**src/rtl/munoc_master_bni_receiver.sv**
```systemverilog
// Master-side BNI receiver: reassembles response flits into AXI B beats and R beats,
// with link backpressure and a sticky protocol-error flag.
module munoc_master_bni_receiver #(
  parameter int BW_FLIT     = 8,
  parameter int BW_NODE_ID  = 4,
  parameter int BW_TID      = 4,
  parameter int BW_MAX_DATA = 64
) (
  input  logic                   clk,
  input  logic                   rstnn,
  input  logic                   link_valid,
  input  logic                   link_eom,
  input  logic                   link_eop,
  input  logic [BW_FLIT-1:0]     link_flit,
  output logic                   link_ready,
  output logic                   bvalid,
  input  logic                   bready,
  output logic [BW_TID-1:0]      bid,
  output logic [1:0]             bresp,
  output logic                   rvalid,
  input  logic                   rready,
  output logic [BW_TID-1:0]      rid,
  output logic [1:0]             rresp,
  output logic                   rlast,
  output logic [BW_MAX_DATA-1:0] rdata,
  output logic [1:0]             rsize,
  output logic [BW_NODE_ID-1:0]  node_id,
  output logic                   err
);

  localparam int W_HDR  = BW_NODE_ID + BW_TID + 4;
  localparam int N_HDR  = (W_HDR + BW_FLIT - 1) / BW_FLIT;
  localparam int N_DMAX = (BW_MAX_DATA + 3 + BW_FLIT - 1) / BW_FLIT;
  localparam int N_MAX  = (N_HDR > N_DMAX) ? N_HDR : N_DMAX;
  localparam int SRW    = (N_MAX - 1) * BW_FLIT;
  localparam int MW     = N_MAX * BW_FLIT;
  localparam int CW     = $clog2(N_MAX + 1);

  localparam logic [2:0] ST_HDR  = 3'd0;
  localparam logic [2:0] ST_BOUT = 3'd1;
  localparam logic [2:0] ST_RDAT = 3'd2;
  localparam logic [2:0] ST_ROUT = 3'd3;
  localparam logic [2:0] ST_DISC = 3'd4;

  logic [2:0]             state_q, state_d;
  logic [CW-1:0]          cnt_q, cnt_d;
  logic [SRW-1:0]         sr_q, sr_d;
  logic                   err_q, err_d;
  logic [BW_NODE_ID-1:0]  node_id_q, node_id_d;
  logic                   bvalid_q, bvalid_d;
  logic [BW_TID-1:0]      bid_q, bid_d;
  logic [1:0]             bresp_q, bresp_d;
  logic                   rvalid_q, rvalid_d;
  logic [BW_TID-1:0]      rid_q, rid_d;
  logic [1:0]             rresp_q, rresp_d;
  logic                   rlast_q, rlast_d;
  logic [BW_MAX_DATA-1:0] rdata_q, rdata_d;
  logic [1:0]             rsize_q, rsize_d;

  // Only previous flits are stored; the flit on the link completes the message view.
  logic [MW-1:0]          msg_vec;
  logic [W_HDR-1:0]       hdr;
  logic [BW_NODE_ID-1:0]  hdr_node;
  logic [1:0]             hdr_type;
  logic [BW_TID-1:0]      hdr_tid;
  logic [1:0]             hdr_f;
  logic                   accept;

  assign msg_vec  = {sr_q, link_flit};
  assign hdr      = msg_vec[N_HDR*BW_FLIT-1 -: W_HDR];
  assign hdr_node = hdr[W_HDR-1 -: BW_NODE_ID];
  assign hdr_type = hdr[BW_TID+3 -: 2];
  assign hdr_tid  = hdr[BW_TID+1 -: BW_TID];
  assign hdr_f    = hdr[1:0];
  assign accept   = link_valid & link_ready;

  logic [3:0][BW_MAX_DATA-1:0] dat_d;
  logic [3:0][1:0]             dat_rresp;
  logic [3:0]                  dat_rlast;
  logic [3:0]                  size_ok;
  logic [3:0][CW-1:0]          nd_last;

  genvar gi, gb;
  generate
    for (gi = 0; gi < 4; gi++) begin : g_size
      localparam int S  = 32 << gi;
      localparam int ND = (S + 3 + BW_FLIT - 1) / BW_FLIT;
      if (S <= BW_MAX_DATA) begin : g_on
        logic [S-1:0] rev;
        // Byte 0 travels in the MSB of D but lands in rdata[7:0].
        for (gb = 0; gb < S / 8; gb++) begin : g_byte
          assign rev[8*gb +: 8] = msg_vec[ND*BW_FLIT-4-8*gb -: 8];
        end
        assign dat_d[gi]     = BW_MAX_DATA'(rev);
        assign dat_rlast[gi] = msg_vec[ND*BW_FLIT-1];
        assign dat_rresp[gi] = msg_vec[ND*BW_FLIT-2 -: 2];
        assign size_ok[gi]   = 1'b1;
        assign nd_last[gi]   = CW'(ND - 1);
      end else begin : g_off
        assign dat_d[gi]     = '0;
        assign dat_rlast[gi] = 1'b0;
        assign dat_rresp[gi] = 2'b00;
        assign size_ok[gi]   = 1'b0;
        assign nd_last[gi]   = '0;
      end
    end
  endgenerate

  logic fault;

  always_comb begin
    state_d   = state_q;
    cnt_d     = cnt_q;
    sr_d      = sr_q;
    err_d     = err_q;
    node_id_d = node_id_q;
    bvalid_d  = bvalid_q;
    bid_d     = bid_q;
    bresp_d   = bresp_q;
    rvalid_d  = rvalid_q;
    rid_d     = rid_q;
    rresp_d   = rresp_q;
    rlast_d   = rlast_q;
    rdata_d   = rdata_q;
    rsize_d   = rsize_q;
    fault     = 1'b0;
    case (state_q)
      ST_HDR: begin
        if (accept) begin
          sr_d = msg_vec[SRW-1:0];
          if (cnt_q != CW'(N_HDR - 1)) begin
            if (link_eom) fault = 1'b1;
            else          cnt_d = cnt_q + CW'(1);
          end else begin
            cnt_d     = '0;
            node_id_d = hdr_node;
            if (!link_eom) fault = 1'b1;
            if (hdr_type == 2'b01) begin
              if (!link_eop) fault = 1'b1;
            end else if (hdr_type == 2'b10) begin
              if (link_eop || !size_ok[hdr_f]) fault = 1'b1;
            end else begin
              fault = 1'b1;
            end
            if (!fault) begin
              if (hdr_type == 2'b01) begin
                bvalid_d = 1'b1;
                bid_d    = hdr_tid;
                bresp_d  = hdr_f;
                state_d  = ST_BOUT;
              end else begin
                rid_d   = hdr_tid;
                rsize_d = hdr_f;
                state_d = ST_RDAT;
              end
            end
          end
        end
      end
      ST_BOUT: begin
        if (bready) begin
          bvalid_d = 1'b0;
          state_d  = ST_HDR;
        end
      end
      ST_RDAT: begin
        if (accept) begin
          sr_d = msg_vec[SRW-1:0];
          if (cnt_q != nd_last[rsize_q]) begin
            if (link_eom) fault = 1'b1;
            else          cnt_d = cnt_q + CW'(1);
          end else begin
            cnt_d = '0;
            if (!link_eom || (dat_rlast[rsize_q] != link_eop)) begin
              fault = 1'b1;
            end else begin
              rvalid_d = 1'b1;
              rdata_d  = dat_d[rsize_q];
              rresp_d  = dat_rresp[rsize_q];
              rlast_d  = dat_rlast[rsize_q];
              state_d  = ST_ROUT;
            end
          end
        end
      end
      ST_ROUT: begin
        if (rready) begin
          rvalid_d = 1'b0;
          state_d  = rlast_q ? ST_HDR : ST_RDAT;
        end
      end
      ST_DISC: begin
        if (accept && link_eop) state_d = ST_HDR;
      end
      default: state_d = ST_HDR;
    endcase
    // A faulty flit that already closes the packet needs no discard phase.
    if (fault) begin
      err_d   = 1'b1;
      cnt_d   = '0;
      state_d = link_eop ? ST_HDR : ST_DISC;
    end
  end

  always_ff @(posedge clk) begin
    if (!rstnn) begin
      state_q   <= ST_HDR;
      cnt_q     <= '0;
      sr_q      <= '0;
      err_q     <= 1'b0;
      node_id_q <= '0;
      bvalid_q  <= 1'b0;
      bid_q     <= '0;
      bresp_q   <= 2'b00;
      rvalid_q  <= 1'b0;
      rid_q     <= '0;
      rresp_q   <= 2'b00;
      rlast_q   <= 1'b0;
      rdata_q   <= '0;
      rsize_q   <= 2'b00;
    end else begin
      state_q   <= state_d;
      cnt_q     <= cnt_d;
      sr_q      <= sr_d;
      err_q     <= err_d;
      node_id_q <= node_id_d;
      bvalid_q  <= bvalid_d;
      bid_q     <= bid_d;
      bresp_q   <= bresp_d;
      rvalid_q  <= rvalid_d;
      rid_q     <= rid_d;
      rresp_q   <= rresp_d;
      rlast_q   <= rlast_d;
      rdata_q   <= rdata_d;
      rsize_q   <= rsize_d;
    end
  end

  assign link_ready = (state_q == ST_HDR) || (state_q == ST_RDAT) || (state_q == ST_DISC);
  assign bvalid     = bvalid_q;
  assign bid        = bid_q;
  assign bresp      = bresp_q;
  assign rvalid     = rvalid_q;
  assign rid        = rid_q;
  assign rresp      = rresp_q;
  assign rlast      = rlast_q;
  assign rdata      = rdata_q;
  assign rsize      = rsize_q;
  assign node_id    = node_id_q;
  assign err        = err_q;

endmodule

```
**config.mk**
```make
export PLATFORM = sky130hd
export DESIGN_NAME = munoc_master_bni_receiver
export DESIGN_NICKNAME = d
export VERILOG_FILES = /design/src/rtl/munoc_master_bni_receiver.sv
export SDC_FILE = /design/constraint.sdc
export NUM_CORES = 1
export LEC_CHECK = 0
export BUFFER_PORTS_ARGS = -buffer_cell sky130_fd_sc_hd__buf_2
export CAP_MARGIN = 20
export CORE_AREA = 2 2 112 125
export CTS_BUF_LIST = sky130_fd_sc_hd__clkbuf_8
export DETAILED_ROUTE_END_ITERATION = 6
export DIE_AREA = 0 0 114 127
export HOLD_SLACK_MARGIN = 0.08
export PLACE_DENSITY = 0.75
export SYNTH_ARGS = -nofsm -noshare
export SYNTH_HDL_FRONTEND = slang
export SYNTH_SLANG_ARGS = --single-unit
```
**constraint.sdc**
```tcl
create_clock -name clk -period 5.27 [get_ports clk]
set_input_delay 0.527 -clock clk [delete_from_list [all_inputs] [get_ports clk]]
set_output_delay 0.527 -clock clk [all_outputs]
set_load 0.05 [all_outputs]
```
==> results of run 1 <==
## worst max-delay path: cells and delay by family, from the launching register on
family,cells,cell delay (ns)
mux,1,0.45
simple gates,2,0.62
compound gates,2,0.38
flops,1,0.84
buf+inv,2,0.56
## Yosys cell counts (2+ instances only)
| cell type | count |
|---|---|
| nand2_1 | 206 |
| dfxtp_1 | 157 |
| nand3_1 | 67 |
| a21boi_0 | 65 |
| o21ai_0 | 63 |
| clkbuf_1 | 49 |
| mux2_2 | 34 |
| nor2b_1 | 17 |
| mux2i_1 | 16 |
| o21ai_1 | 10 |
| nor2_1 | 9 |
| buf_2 | 7 |
| buf_4 | 5 |
| inv_1 | 5 |
| a21oi_1 | 3 |
| ha_1 | 3 |
| nor3_1 | 3 |
| nor3b_1 | 3 |
| nor4b_2 | 3 |
| o31ai_1 | 3 |
| a211oi_1 | 2 |
| and3b_1 | 2 |
| nand4_1 | 2 |
| nor3b_2 | 2 |
| o21a_1 | 2 |
| o221a_2 | 2 |
| xor2_1 | 2 |
## routing by layer
metal	vias to the layer above	share of wire [%]	wire length, um	GRT usage (%)
met2	160	47	7680	35.7
met5	-	0	0	0
met3	36	5.4	874	4.70
met4	0	3.2	518	10.5
li1	2715	-	-	-
met1	2541	44	7230	30.1
## layout make-up
class | instances | area, sq um
Multi-Input combinational cell | 537 | 3100
Sequential cell | 157 | 3140
Timing Repair Buffer | 110 | 599
Clock inverter | 13 | 165
Inverter | 5 | 18.8
Clock buffer | 19 | 262
Tap cell | 161 | 201
Fill cell | 1164 | 5610
## final timing paths
kind,slack [ns],to,cells past startpoint,startpoint
setup / recovery,2.35,rdata[3],7,rsize[0]
hold / removal,0.32,sr_q[0],3,link_flit[0]
hold reg to reg,0.45,rdata[51],2,rdata[51]
setup reg to reg,2.35,rdata[3],7,rsize[0]
## where the power goes
group	switching, W	internal (W)	total [W]
Combinational	0.0000754	0.0000367	0.000112
Sequential	0.0000200	0.00119	0.00122
Clock	0.000467	0.000495	0.000961
## per-stage QoR
stage | instance area, sq um | total power (W) | setup WS, ns
global placement | 7040 | 0.00135 | 2.13
detailed placement | 7050 | 0.00135 | 2.11
global route | 7490 | 0.00237 | 2.08
floorplan | 6530 | 0.00131 | 3.05
finish | 7490 | 0.00229 | 2.35
CTS | 7480 | 0.00230 | 2.05
## cell usage in the layout, fill, tap and decap left out, types with 9 or more instances in the layout
master    synthesis  layout
buf_2             7     100
o21ai_0          63      63
clkbuf_8          0      19
nor2b_1          17      16
a21boi_0         65      65
o21ai_1          10      10
nand2_1         206     206
nand3_1          67      67
nor2_1            9       9
dfxtp_1         157     157
mux2_2           34      34
mux2i_1          16      16
## state kept, by name (all words and copies together), names as in the netlist
name,count
rresp,2
sr_q,64
rid,4
rsize,2
cnt_q,4
bresp,2
rdata,64
state_q,3
rlast,1
err,1
bid,4
bvalid,1
node_id,4
rvalid,1
## cells by family (layout without fill, tap and decap cells)
kind of cell               after synthesis  count (layout)  share of synthesized area, %
and+or+nand+nor                        322             322                          22.5
AOI/OAI and AO/OA                      159             159                          15.6
DFF                                    157             157                          48.2
buffers and inverters                   68             147                          4.47
muxes                                   50              50                          8.32
adders and majority gates                3               3                         0.575
xor gates and xnor gates                 3               3                         0.403
==> metrics.yaml, run 1 <==
setup_path:
  slowest_delay_ns: 0.84
  arrival_ns: 3.31
  crit_type: "reg -> reg"
  crit_fanout: 33
  crit_chain: "mux2i_1, o311ai_0, nor4_4, buf_6, buf_4, nand3_1, o21ai_0"
  cp.required_ns: 5.65
  startpoint_type: "flop"
  cp-end-kind: "flop"
  critPathSlowestCell: "dfxtp_1"
cells_and_area:
  drive_gt1_share_pct: 22.5
  area_delta_synth_final_pct: 14.7
  fin_util_pct: 57.2
  finalNetCount: 846
  fin_cells: 1002
  diodes: 0
route:
  avgViaCountPerCell: 5.44
  drtPass1Iterations: 4
  drtAntennaViolNets: 0
  drtIter0Drc: 461
  routed_wl_um: 16300
  routed-via-count: 5452
  avgRoutedWirePerCell_um: 16.3
  drc: 0
global_routing:
  grt_max_degree: 121
  antenna_found_initial: 0
  grt_pass1_vias: 4929
  grt_usage_pct: 22.7
  grt-ovfl-total: 0
  grt_pass1_wl_um: 25900
yosys:
  syn_nets: 780
  synth.top_cell.area_share_pct: 48.2
  synth_ff_type: "dfxtp_1"
  yosys-top-cells-area: "dfxtp_1, nand2_1, a21boi_0, mux2_2, nand3_1"
  synth_largest_area_cell: "dfxtp_1"
  ys_ff_latch: 157
  synth.avg_cell_area_sq_um: 8.56
  synth-edff-count: 0
  async_flop_share_pct: 0
  synth_cell_types: 47
  synth_area_sq_um: 6530
  ys_seq_area_share_pct: 48.2
  synth_cells: 762
  ys_warn_count: 0
clock_tree:
  cts_htree_levels: 4
  root_buffer: "clkbuf_8"
  path_clk_slew_ns: 0.09
  clock_path_buffers: 2
  numCtsBuffers: 17
  cts.repair.resized: 0
  cts.sinks: 157
  insertion_delay_ns: 0.46
  hold_buffers: 0
  post_cts.repair.setup_buffers: 0
  cts_tree: "built"
sta:
  finalCriticalPeriod_ns: 2.92
  clock_skew_ns: 0.0128
  setup_tns_ns: 0
  period_share_pct: 55.4
  rsz0062_at_grt: "false"
  slew-limit-headroom_pct: 28.1
  timing.fmax_mhz: 342
  hold_ws_ns: 0.319
  final-hold-violation-count: 0
  finalSetupViolations: 0
  drv_slew: 0
  worstMarginPinSlew_ns: 1.08
power_and_ir_drop:
  p_per_area_nw_per_um2: 306
  total_leakage_power_nw: 2.84
  ir_worst_vdd_v: 0.000154
die:
  start_util_pct: 49.8
  rows: 44
  die_area_sq_um: 14500
  core_area_sq_um: 13100
  die_y_um: 127
  ioPinCount: 102
  fp.dieW_um: 114
placement:
  place.gp.congestion: 0.818
  hpwl_um: 10600
  dp_cells: 969
  io_buffers: 101
hold_path:
  worstHoldPathType: "in -> reg"
job:
  drv_cap: 0
run_status:
  outcome: "complete, no violations"
(Power assumes the default switching activity.)
==> inputs of run 2 (changes only) <==
==> constraint.sdc (replaced) <==
create_clock -name clk -period 2.7 [get_ports clk]
set_input_delay 0.27 -clock clk [delete_from_list [all_inputs] [get_ports clk]]
set_output_delay 0.27 -clock clk [all_outputs]
set_load 0.05 [all_outputs]
==> run 2 against run 1 <==
  * Register-to-register slack lost 1.8 ns
  * Die area is the same
  * Cell area grew 0.47%
  * Routed wire length grew 0.64%
  * Cell count grew 0.50%
  * Flip-flop and latch count is the same
  * Core utilization grew 0.27 points
  * Clock skew grew 0.0023 ns
  * Critical path depth shrank 1
  * Largest power group unchanged
  * Highest routed layer unchanged
==> metrics.yaml, run 2 (synthesized netlist as in run 1, its figures left out) <==
sta:
  timing.fmax_mhz: 457
  rsz0062_at_grt: "false"
  hold_ws_ns: 0.168
  setup_tns_ns: 0
  clock_skew_ns: 0.0151
  finalCriticalPeriod_ns: 2.19
  finalSetupViolations: 0
  period_share_pct: 81.1
  slew-limit-headroom_pct: 51.6
  final-hold-violation-count: 0
  worstMarginPinSlew_ns: 0.716
  drv_slew: 0
  fin_ws_ns: 0.511
clock_tree:
  post_cts.repair.setup_buffers: 0
  cts_htree_levels: 4
  numCtsBuffers: 17
  hold_buffers: 5
  cts_tree: "built"
  path_clk_slew_ns: 0.08
  cts.repair.resized: 0
  insertion_delay_ns: 0.45
  root_buffer: "clkbuf_8"
  clock_path_buffers: 2
  cts.sinks: 157
power_and_ir_drop:
  ir_worst_vdd_v: 0.000327
  total_leakage_power_nw: 2.89
  p_per_area_nw_per_um2: 589
run_status:
  outcome: "complete, no violations"
cells_and_area:
  final_common_cell: "nand2_1"
  diodes: 0
  fin_area_sq_um: 7520
  layout_common_cells: "nand2_1, dfxtp_1, buf_2"
  fin_cells: 1007
  drive_gt1_share_pct: 22.1
  area_delta_synth_final_pct: 15.3
  finalNetCount: 852
setup_path:
  cp-end-kind: "flop"
  startpoint_type: "flop"
  rr_endpoint: "bresp[1]"
  r2r_setup_slack_ns: 0.51
  crit_chain: "ha_1, nor4b_2, o2111ai_1, nor3b_2, mux2i_1, nor2b_1"
  timing.critical_path.buf_inv: 0
  crit_fanout: 6
  critPathSlowestCell: "nor3b_2"
  crit_end: "bresp[1]"
  r2r_start: "cnt_q[0]"
  arrival_ns: 2.52
  cp.required_ns: 3.03
  cp-startpoint: "cnt_q[0]"
  r2r_cells: 6
  cp.depth: 6
  crit_type: "reg -> reg"
  slowest_delay_ns: 0.57
  crit_family: "simple AND/OR/NAND/NOR gates"
die:
  rows: 44
  ioPinCount: 102
  core_area_sq_um: 13100
  start_util_pct: 49.8
  die_y_um: 127
  fp.dieW_um: 114
  die_area_sq_um: 14500
global_routing:
  met3_usage_pct: 4.79
  top_usage_layer: "met2"
  antenna_found_initial: 0
  grt_pass1_wl_um: 26400
  grtUsageMet1_pct: 29.7
  grt_max_degree: 136
  grt-ovfl-total: 0
  grt_usage_pct: 23.3
  met2_usage_pct: 37.7
  grt_pass1_vias: 5094
route:
  routed_wl_um: 16400
  drtPass1Iterations: 5
  avgViaCountPerCell: 5.46
  avgRoutedWirePerCell_um: 16.3
  drtAntennaViolNets: 0
  drtIter0Drc: 428
  drc: 0
  routed-via-count: 5503
hold_path:
  worstHoldPathType: "in -> reg"
  holdPathStages: 2
job:
  drv_cap: 0
placement:
  dpl_worst_slack_ns: 0.558
  dp_cells: 971
  place.gp.congestion: 0.866
  io_buffers: 101
  hpwl_um: 10500
  postPlaceCellArea_sq_um: 7060
[run 2: worst min-delay path by stage]
stage	start	to	slack, ns
floorplan	link_flit[5]	rdata[56]	0.40
global placement	rdata[47]	rdata[47]	0.44
detailed placement	rdata[47]	rdata[47]	0.45
CTS	rstnn	err	0.14
global route	link_flit[6]	sr_q[6]	0.15
finish	rstnn	err	0.17
[run 2: metal layers]
metal | wire (um) | share of wire [%]
met5 | 0 | 0
met4 | 524 | 3.2
met3 | 783 | 4.8
met2 | 7880 | 48
met1 | 7210 | 44
[run 2: where the power goes]
group / leakage, nW / switching, W / internal, W
Combinational: 1.40 / 0.000148 / 0.0000772
Clock: 0.220 / 0.000856 / 0.000981
Sequential: 1.27 / 0.0000361 / 0.00233
[run 2: area by class of cell]
class	instances	area, sq um
Fill cell	1206	5580
Sequential cell	157	3140
Multi-Input combinational cell	537	3100
Timing Repair Buffer	116	646
Clock buffer	20	275
Tap cell	161	201
Clock inverter	11	140
Inverter	5	18.8
[run 2: metrics by stage]
step | total power (W) | utilization, %
after floorplan | 0.00257 | -
after global placement | 0.00264 | 53.9
after detailed placement | 0.00264 | 53.9
after CTS | 0.00447 | 57.4
after global routing | 0.00458 | 57.4
final | 0.00443 | 57.4
